`config.mk`:
```
export PLATFORM = sky130hd
export DESIGN_NAME = uart_rx_top_flat
export DESIGN_NICKNAME = d
export VERILOG_FILES = /design/src/rtl/uart_rx_top_if.sv /design/src/rtl/uart_rx_top.sv /design/src/flat_wrapper.sv
export SDC_FILE = /design/constraint.sdc
export NUM_CORES = 1
export LEC_CHECK = 0
export CAP_MARGIN = 20
export CORE_UTILIZATION = 55
export CTS_CLUSTER_SIZE = 10
export DETAILED_ROUTE_END_ITERATION = 8
export PLACE_DENSITY = 0.77
export SKIP_CTS_REPAIR_TIMING = 1
export SLEW_MARGIN = 20
export SYNTH_ARGS = -nofsm -noshare
export SYNTH_HDL_FRONTEND = slang
export SYNTH_SLANG_ARGS = --single-unit
```
`constraint.sdc`:
```
create_clock -name CLK_TOP -period 6.9 [get_ports CLK_TOP]
set_clock_uncertainty 0.15 [all_clocks]
set_input_delay 1.38 -clock CLK_TOP [delete_from_list [all_inputs] [get_ports CLK_TOP]]
set_output_delay 1.38 -clock CLK_TOP [all_outputs]
set_load 0.02 [all_outputs]
```
`src/rtl/uart_rx_top_if.sv`:
```
// UART receiver port bundle: serial line plus frame config in, parallel word and status strobes out.
interface uart_rx_top_if #(
    parameter int unsigned WIDTH_DATA = 8
);
    logic                  RX_IN;
    logic [5:0]            PRESCALE;
    logic                  PAR_EN;
    logic                  PAR_TYP;
    logic [WIDTH_DATA-1:0] P_DATA;
    logic                  DATA_VALID;
    logic                  PAR_ERR;
    logic                  STP_ERR;
    logic                  BUSY;

    modport master (
        output RX_IN, PRESCALE, PAR_EN, PAR_TYP,
        input  P_DATA, DATA_VALID, PAR_ERR, STP_ERR, BUSY
    );

    modport slave (
        input  RX_IN, PRESCALE, PAR_EN, PAR_TYP,
        output P_DATA, DATA_VALID, PAR_ERR, STP_ERR, BUSY
    );
endinterface

```
`src/rtl/uart_rx_top.sv`:
```
// UART receiver: oversampled start/data/parity/stop deframing with 3-sample majority vote,
// emitting a good word with a DATA_VALID strobe or flagging PAR_ERR / STP_ERR.
module uart_rx_top #(
    parameter int unsigned WIDTH_DATA = 8
) (
    input  logic          CLK_TOP,
    input  logic          RST_TOP,
    uart_rx_top_if.slave  rx_bus
);
    localparam int unsigned PW = 6;
    localparam int unsigned BW = (WIDTH_DATA > 1) ? $clog2(WIDTH_DATA) : 1;

    typedef enum logic [2:0] {
        S_IDLE,
        S_START,
        S_DATA,
        S_PARITY,
        S_STOP
    } state_t;

    state_t                state;
    logic [PW-1:0]         edge_cnt;
    logic [BW-1:0]         bit_cnt;
    logic [PW-1:0]         presc_q;
    logic                  par_en_q;
    logic                  par_typ_q;
    logic [2:0]            samp;
    logic [WIDTH_DATA-1:0] data_q;
    logic                  par_fail;

    logic [PW-1:0]         half;
    logic                  last_edge;
    logic                  vote;

    // Bit timing is derived from the prescale captured at start detection.
    assign half      = {1'b0, presc_q[PW-1:1]};
    assign last_edge = (edge_cnt == presc_q - PW'(1));
    assign vote      = (samp[0] & samp[1]) | (samp[0] & samp[2]) | (samp[1] & samp[2]);

    always_ff @(posedge CLK_TOP) begin
        if (RST_TOP) begin
            state             <= S_IDLE;
            edge_cnt          <= '0;
            bit_cnt           <= '0;
            presc_q           <= '0;
            par_en_q          <= 1'b0;
            par_typ_q         <= 1'b0;
            samp              <= '0;
            data_q            <= '0;
            par_fail          <= 1'b0;
            rx_bus.P_DATA     <= '0;
            rx_bus.DATA_VALID <= 1'b0;
            rx_bus.PAR_ERR    <= 1'b0;
            rx_bus.STP_ERR    <= 1'b0;
            rx_bus.BUSY       <= 1'b0;
        end else begin
            rx_bus.DATA_VALID <= 1'b0;
            rx_bus.PAR_ERR    <= 1'b0;
            rx_bus.STP_ERR    <= 1'b0;
            rx_bus.BUSY       <= 1'b1;

            // Three mid-bit samples feed the vote used at the bit's last edge.
            if (state != S_IDLE) begin
                edge_cnt <= last_edge ? '0 : edge_cnt + PW'(1);
                if (edge_cnt == half - PW'(1)) samp[0] <= rx_bus.RX_IN;
                if (edge_cnt == half)          samp[1] <= rx_bus.RX_IN;
                if (edge_cnt == half + PW'(1)) samp[2] <= rx_bus.RX_IN;
            end

            case (state)
                S_IDLE: begin
                    rx_bus.BUSY <= ~rx_bus.RX_IN;
                    if (!rx_bus.RX_IN) begin
                        state     <= S_START;
                        edge_cnt  <= PW'(1);
                        bit_cnt   <= '0;
                        presc_q   <= rx_bus.PRESCALE;
                        par_en_q  <= rx_bus.PAR_EN;
                        par_typ_q <= rx_bus.PAR_TYP;
                        par_fail  <= 1'b0;
                    end
                end
                S_START: begin
                    if (last_edge) state <= vote ? S_IDLE : S_DATA;
                end
                S_DATA: begin
                    if (last_edge) begin
                        data_q[bit_cnt] <= vote;
                        if (bit_cnt == BW'(WIDTH_DATA - 1)) begin
                            state <= par_en_q ? S_PARITY : S_STOP;
                        end else begin
                            bit_cnt <= bit_cnt + BW'(1);
                        end
                    end
                end
                S_PARITY: begin
                    if (last_edge) begin
                        par_fail <= vote ^ (^data_q) ^ par_typ_q;
                        state    <= S_STOP;
                    end
                end
                S_STOP: begin
                    // Frame verdict: errors suppress the word, P_DATA holds the last good one.
                    if (last_edge) begin
                        state <= S_IDLE;
                        if (!vote)    rx_bus.STP_ERR <= 1'b1;
                        if (par_fail) rx_bus.PAR_ERR <= 1'b1;
                        if (vote && !par_fail) begin
                            rx_bus.P_DATA     <= data_q;
                            rx_bus.DATA_VALID <= 1'b1;
                        end
                    end
                end
                default: state <= S_IDLE;
            endcase
        end
    end
endmodule

```
`src/flat_wrapper.sv`:
```
// flat-port wrapper written by rule: the top's interface ports become plain ports
module uart_rx_top_flat 
#(
    parameter int unsigned WIDTH_DATA = 8
)
  (CLK_TOP, RST_TOP, rx_bus_RX_IN, rx_bus_PRESCALE, rx_bus_PAR_EN, rx_bus_PAR_TYP, rx_bus_P_DATA, rx_bus_DATA_VALID, rx_bus_PAR_ERR, rx_bus_STP_ERR, rx_bus_BUSY);
  uart_rx_top_if #(.WIDTH_DATA(WIDTH_DATA)) rx_bus_i ();
  input  logic CLK_TOP;
  input  logic RST_TOP;
  input wire logic [$bits(rx_bus_i.RX_IN)-1:0] rx_bus_RX_IN;
  input wire logic [$bits(rx_bus_i.PRESCALE)-1:0] rx_bus_PRESCALE;
  input wire logic [$bits(rx_bus_i.PAR_EN)-1:0] rx_bus_PAR_EN;
  input wire logic [$bits(rx_bus_i.PAR_TYP)-1:0] rx_bus_PAR_TYP;
  output wire logic [$bits(rx_bus_i.P_DATA)-1:0] rx_bus_P_DATA;
  output wire logic [$bits(rx_bus_i.DATA_VALID)-1:0] rx_bus_DATA_VALID;
  output wire logic [$bits(rx_bus_i.PAR_ERR)-1:0] rx_bus_PAR_ERR;
  output wire logic [$bits(rx_bus_i.STP_ERR)-1:0] rx_bus_STP_ERR;
  output wire logic [$bits(rx_bus_i.BUSY)-1:0] rx_bus_BUSY;
  assign rx_bus_i.RX_IN = rx_bus_RX_IN;
  assign rx_bus_i.PRESCALE = rx_bus_PRESCALE;
  assign rx_bus_i.PAR_EN = rx_bus_PAR_EN;
  assign rx_bus_i.PAR_TYP = rx_bus_PAR_TYP;
  assign rx_bus_P_DATA = rx_bus_i.P_DATA;
  assign rx_bus_DATA_VALID = rx_bus_i.DATA_VALID;
  assign rx_bus_PAR_ERR = rx_bus_i.PAR_ERR;
  assign rx_bus_STP_ERR = rx_bus_i.STP_ERR;
  assign rx_bus_BUSY = rx_bus_i.BUSY;
  uart_rx_top #(.WIDTH_DATA(WIDTH_DATA)) u_core (.CLK_TOP(CLK_TOP), .RST_TOP(RST_TOP), .rx_bus(rx_bus_i));
endmodule
```
==> results of run 1 <==
## stage by stage
step                cells  util [%]  worst slack [ns]
floorplan             291         -              4.39
global placement      346      61.3              3.62
detailed placement    346      61.4              3.59
CTS                   354      63.9              3.92
global route          354      63.9              3.74
finish                354      63.9              3.89
## cells in the final DEF, fill, tap and decap left out, types with 2 or more instances in the layout
cell	netlist	routed
a32o_1	2	2
ha_1	7	7
or4_1	2	2
mux2i_1	12	12
a22o_1	2	2
o211ai_1	2	2
inv_1	15	15
dfxtp_1	44	44
and3_1	2	2
o41ai_1	2	2
a21oi_1	22	22
o21ai_0	5	5
nand4b_1	2	2
clkbuf_8	0	5
clkdlybuf4s50_1	0	22
nor2b_1	4	4
a31o_2	5	5
nor3_2	1	2
nand4_1	11	11
o31ai_1	3	3
or3_1	2	2
nor2_1	30	30
nand2b_1	2	2
xnor2_1	19	19
nand2_1	27	27
a31oi_1	4	4
xor2_1	10	10
a22oi_1	2	2
nor3_1	4	3
nand3_1	9	9
## worst max path at each step
stage	cells past startpoint	end	slack, ns
3_5_place_dp	4	u_core.bit_cnt[0]	3.59
4_1_cts	4	u_core.bit_cnt[0]	3.92
3_3_place_gp	4	u_core.bit_cnt[0]	3.62
6_report	4	u_core.bit_cnt[0]	3.89
5_1_grt	5	u_core.bit_cnt[1]	3.74
2_1_floorplan	5	u_core.bit_cnt[1]	4.39
## kinds of logic (layout without fill, tap and decap cells)
family / Yosys count / count (layout) / share of synthesized area (%)
flip-flops: 44 / 44 / 35.6
AND/OR/NAND/NOR: 104 / 104 / 22.1
adder cells (fa/ha/maj): 8 / 8 / 3.94
multiplexers: 13 / 13 / 5.30
XOR/XNOR: 29 / 29 / 10.3
buffers and inverters: 36 / 47 / 6.57
AO/OA/AOI/OAI: 57 / 57 / 16.3
## per-layer routing
metal	track usage (%)	vias up	part of all wire [%]
li1	-	1034	-
met1	29.3	948	45
met2	38.6	34	50
met3	4.24	8	3.3
met4	9.98	0	1.6
met5	0	-	0
## cell type report
cell class / instances / area [um^2]
repair buffers: 23 / 228
multi-input cells: 211 / 1440
clock inverters: 3 / 42.5
fillers: 371 / 1570
flip-flops and latches: 44 / 881
well taps: 52 / 65.1
inverters: 16 / 60.1
clock buffers: 5 / 68.8
## worst max-delay path, delay by kind of cell
family                 cells  cell delay [ns]
AND/OR/NAND/NOR            1             0.45
AO/OA/AOI/OAI              2             0.69
buffers and inverters      1             0.59
## flip-flops by register name, indices dropped and copies added (netlist names)
signal                    flops
u_core.state                  3
u_core.rx_bus.BUSY            1
u_core.bit_cnt                3
u_core.rx_bus.PAR_ERR         1
u_core.edge_cnt               6
u_core.rx_bus.STP_ERR         1
u_core.samp                   3
u_core.rx_bus.P_DATA          8
u_core.par_fail               1
u_core.data_q                 8
u_core.par_en_q               1
u_core.par_typ_q              1
u_core.rx_bus.DATA_VALID      1
u_core.presc_q                6
## power by group
| group | leakage (nW) | total, mW | internal (mW) | switching [mW] |
|---|---|---|---|---|
| combinational | 0.583 | 0.141 | 0.0592 | 0.0816 |
| sequential | 0.357 | 0.288 | 0.266 | 0.0216 |
| clock | 0.0541 | 0.198 | 0.107 | 0.0905 |
| total | 0.994 | 0.626 | 0.433 | 0.194 |
==> results.tsv, run 1 <==
stage	metric	value	unit
global_routing	antenna_found_initial	0	
worst_setup_path	worstPathMaxFanout	11	
routing	wirelength	5.09	mm
worst_setup_path	ff2ff_path_depth	8	
clock_tree	insertion_delay	0.31	ns
clock_tree	max-clock-path-buffers	2	
worst_setup_path	start_kind	primary input	
timing	hold_slack	0.326	ns
worst_setup_path	cp_slowest_cell	clkdlybuf4s50_1	
global_routing	grt_pass1_vias	1952	
logic_synthesis	ys_seq_elements	44	
timing	final-hold-violation-count	0	
routing	wl_per_cell	14.4	um
logic_synthesis	synth_flop_cell	dfxtp_1	
routing	drt_iter0_markers	107	
logic_synthesis	syn_nets	309	
logic_synthesis	yosys-top-cells-area	dfxtp_1 36%, xnor2_1 6.7%, mux2i_1 4.8%, nor2_1 4.5%, a21oi_1 4.4%	
clock_tree	cts_root_buffer	clkbuf_8	
routing	drc	0	
worst_setup_path	crit_start	rx_bus_RX_IN	
worst_setup_path	reg2reg_slack	4.14	ns
worst_setup_path	worstSetupPathType	primary input to flop	
worst_setup_path	slowest_delay	0.59	ns
floorplan	fp.dieH	69.1	um
timing	max-slew-margin-rel	49.0	%
routing	drtAntennaViolNets	0	
worst_setup_path	rr_startpoint	u_core.presc_q[2]	
global_routing	grt_use_total	23.2	%
clock_tree	cts_tree	done	
clock_tree	numCtsBuffers	5	
timing	max_freq	0.332	GHz
logic_synthesis	ys_types	52	
worst_hold_path	hp-class	flop to flop	
logic_synthesis	post-synth-top-count-cell	dfxtp_1	
worst_setup_path	cp_cell_sequence	clkdlybuf4s50_1 -> nand2b_1 -> a2111oi_4 -> a22o_1	
worst_hold_path	hold_depth	2	
pwr	p_leak	0.994	nW
job	maxCapViolCount	0	
floorplan	initial_core_util	56.9	%
worst_hold_path	worstHoldStart	u_core.par_fail	
floorplan	die_area	0.00478	mm^2
pwr	p_total	626	uW
floorplan	die_w	69.1	um
placement	placed_cell_area	0.00267	mm^2
cells_and_area	syn_to_final_growth	12.4	%
logic_synthesis	ys_seq_area_share	35.6	%
floorplan	io_pins	23	
worst_setup_path	worst_setup_path_end_kind	flop	
clock_tree	cts.htree.levels	2	
worst_hold_path	holdPathEnd	u_core.rx_bus.PAR_ERR	
worst_setup_path	r2r-end	u_core.rx_bus.P_DATA[0]	
worst_setup_path	arrival	3.12	ns
logic_synthesis	yosys-top-cells-count	44 x dfxtp_1, 30 x nor2_1, 27 x nand2_1	
logic_synthesis	syn_area_per_cell	8.51	um^2
run_status	status	finished, final reports clean	
timing	setup_violations	0	
logic_synthesis	synth_edf_count	0	
global_routing	grt_overflow	0	
floorplan	fp.coreArea	0.00435	mm^2
routing	vias	2024	
global_routing	grt_max_degree	42	
pwr	powerDensity	225	mW/mm^2
cells_and_area	drive_gt1_share	7.28	%
routing	dr.pass1.iters	4	
global_routing	grt_pass1_wl	9.03	mm
logic_synthesis	synth_largest_area_cell	dfxtp_1	
timing	post-route-min-period	3.01	ns
placement	gp_congestion	0.869	
logic_synthesis	ys_async_sr_fraction	0	%
pwr	max-vdd-ir-drop	0.000107	V
logic_synthesis	yosys_warnings	0	
timing	tightest_slew	0.761	ns
cells_and_area	diodes	0	
logic_synthesis	netlist_area	0.00248	mm^2
logic_synthesis	synth_cells	291	
floorplan	row_count	24	
timing	period_share	43.6	%
cells_and_area	finalNetCount	319	
cells_and_area	final_area	0.00278	mm^2
timing	setup_tns	0	ns
logic_synthesis	synth_top_area_share	35.6	%
routing	viasPerCell	5.72	
placement	post-dp-hpwl	3.56	mm
clock_tree	clock-sinks	44	
clock_tree	clk_pin_slew	0.09	ns
worst_setup_path	cp_data_required_time	7.01	ns
placement	io_buffers	22	
timing	slew_viol_final	0	
timing	rsz0062_at_grt	false	
Power figures use the tool's default switching activity.
==> run 2: changes to the inputs <==
Clock period 6.9 ns to 2.9 ns, I/O delays scaled along.
==> results.tsv, run 2 (synthesis gave the netlist of run 1 again) <==
stage	metric	value	unit
cells_and_area	layout_common_cells	44 x dfxtp_1, 30 x nor2_1, 27 x nand2_1, 22 x a21oi_1, 22 x clkdlybuf4s50_1	
placement	io_buffers	22	
clock_tree	clock-sinks	44	
clock_tree	numCtsBuffers	5	
routing	drt_iter0_markers	113	
worst_setup_path	worstSetupPathType	flop to flop	
global_routing	grt_use_total	22.9	%
worst_setup_path	crit_buf_inv	1	
floorplan	row_count	24	
worst_setup_path	cp_data_required_time	2.99	ns
cells_and_area	syn_to_final_growth	14.7	%
timing	rsz0062_at_grt	false	
global_routing	grt_pass1_vias	1916	
floorplan	initial_core_util	56.9	%
pwr	powerDensity	539	mW/mm^2
floorplan	die_area	0.00478	mm^2
pwr	max-vdd-ir-drop	0.000416	V
placement	gp_congestion	0.887	
routing	drtAntennaViolNets	0	
floorplan	fp.coreArea	0.00435	mm^2
timing	tightest_slew	0.531	ns
run_status	status	finished, final reports clean	
timing	setup_tns	0	ns
global_routing	antenna_found_initial	0	
routing	drc	0	
job	maxCapViolCount	0	
cells_and_area	finalNetCount	327	
floorplan	die_w	69.1	um
clock_tree	cts.htree.levels	2	
worst_setup_path	cp_slowest_cell	dfxtp_1	
routing	wl_per_cell	14.6	um
clock_tree	cts_tree	done	
routing	dr.pass1.iters	4	
worst_setup_path	start_kind	flop	
global_routing	grt_max_degree	16	
floorplan	fp.dieH	69.1	um
cells_and_area	mostFrequentLayoutCell	dfxtp_1	
worst_setup_path	cp_top_family	simple AND/OR/NAND/NOR gates	
worst_setup_path	worstPathMaxFanout	13	
worst_hold_path	hp-class	flop to flop	
clock_tree	insertion_delay	0.30	ns
timing	final-hold-violation-count	0	
timing	max-slew-margin-rel	64.6	%
cells_and_area	diodes	0	
routing	wirelength	5.29	mm
cells_and_area	drive_gt1_share	9.35	%
global_routing	grt_pass1_wl	8.79	mm
worst_setup_path	arrival	2.77	ns
placement	post-dp-hpwl	3.71	mm
timing	max_freq	0.373	GHz
cells_and_area	fillerInstances	382	
clock_tree	cts_root_buffer	clkbuf_8	
routing	viasPerCell	5.78	
timing	period_share	92.6	%
routing	vias	2092	
global_routing	grt_overflow	0	
timing	slew_viol_final	0	
worst_setup_path	slowest_delay	0.47	ns
worst_setup_path	cp_cell_sequence	inv_1 -> ha_1 -> a21boi_0 -> xnor2_1 -> nand4b_4 -> or2_2 -> or3_1 -> nor2_1	
timing	post-route-min-period	2.68	ns
worst_setup_path	worst_setup_path_end_kind	flop	
pwr	p_leak	1.03	nW
clock_tree	clk_pin_slew	0.09	ns
floorplan	io_pins	23	
timing	setup_violations	0	
clock_tree	max-clock-path-buffers	2	
timing	hold_slack	0.322	ns
cells_and_area	largestRegisters	u_core.data_q x8, u_core.rx_bus.P_DATA x8	
[run 2: final timing paths]
check               startpoint                        to  slack [ns]  cells after the start
max reg2reg  u_core.presc_q[2]  u_core.rx_bus.DATA_VALID        0.22                      8
min reg2reg    u_core.par_fail     u_core.rx_bus.PAR_ERR        0.32                      2
max          u_core.presc_q[2]  u_core.rx_bus.DATA_VALID        0.22                      8
min            u_core.par_fail     u_core.rx_bus.PAR_ERR        0.32                      2
[run 2: final cells by class]
class	instances	area, um^2	share of cell area [%]
Multi-Input combinational cell	211	1430	50.4
Clock buffer	5	68.8	2.42
Timing Repair Buffer	31	288	10.1
Tap cell	52	65.1	2.29
Inverter	16	60.1	2.11
Sequential cell	44	881	31.0
Clock inverter	3	46.3	1.63
[run 2: metal layers]
layer  part of all wire, %  GRT usage, %  up-vias  routed length (um)
met4                   1.7          8.16        0                  92
met2                    49          38.5       44                2610
met3                   3.8          5.26       10                 202
li1                      -             -     1057                   -
met5                     0             0        -                   0
met1                    45          28.7      981                2390
[run 2: per-stage QoR]
stage | instances | cell area (um^2) | total power [mW] | util, % | worst slack [ns]
after floorplan | 291 | 2480 | 0.967 | - | 0.389
after global placement | 354 | 2730 | 1.05 | 62.6 | 0.355
after detailed placement | 354 | 2730 | 1.05 | 62.6 | 0.294
after CTS | 362 | 2840 | 1.54 | 65.3 | 0.238
after global routing | 362 | 2840 | 1.62 | 65.3 | 0.0999
final | 362 | 2840 | 1.53 | 65.3 | 0.216
[run 2: power by group]
part           internal, mW  switching, mW
sequential            0.634         0.0540
combinational         0.157          0.200
clock                 0.260          0.227
[run 2: worst min-delay path, stage by stage (launching register included)]
cell and delay [ns]:
dfxtp_1 0.31, inv_1 0.08, nor2_1 0.05
==> run 3: changes to the inputs <==
Settings changed: CTS_CLUSTER_DIAMETER set to 120.
==> results of run 3 <==
The final DEF is identical to that of run 2; final timing and power are the same.
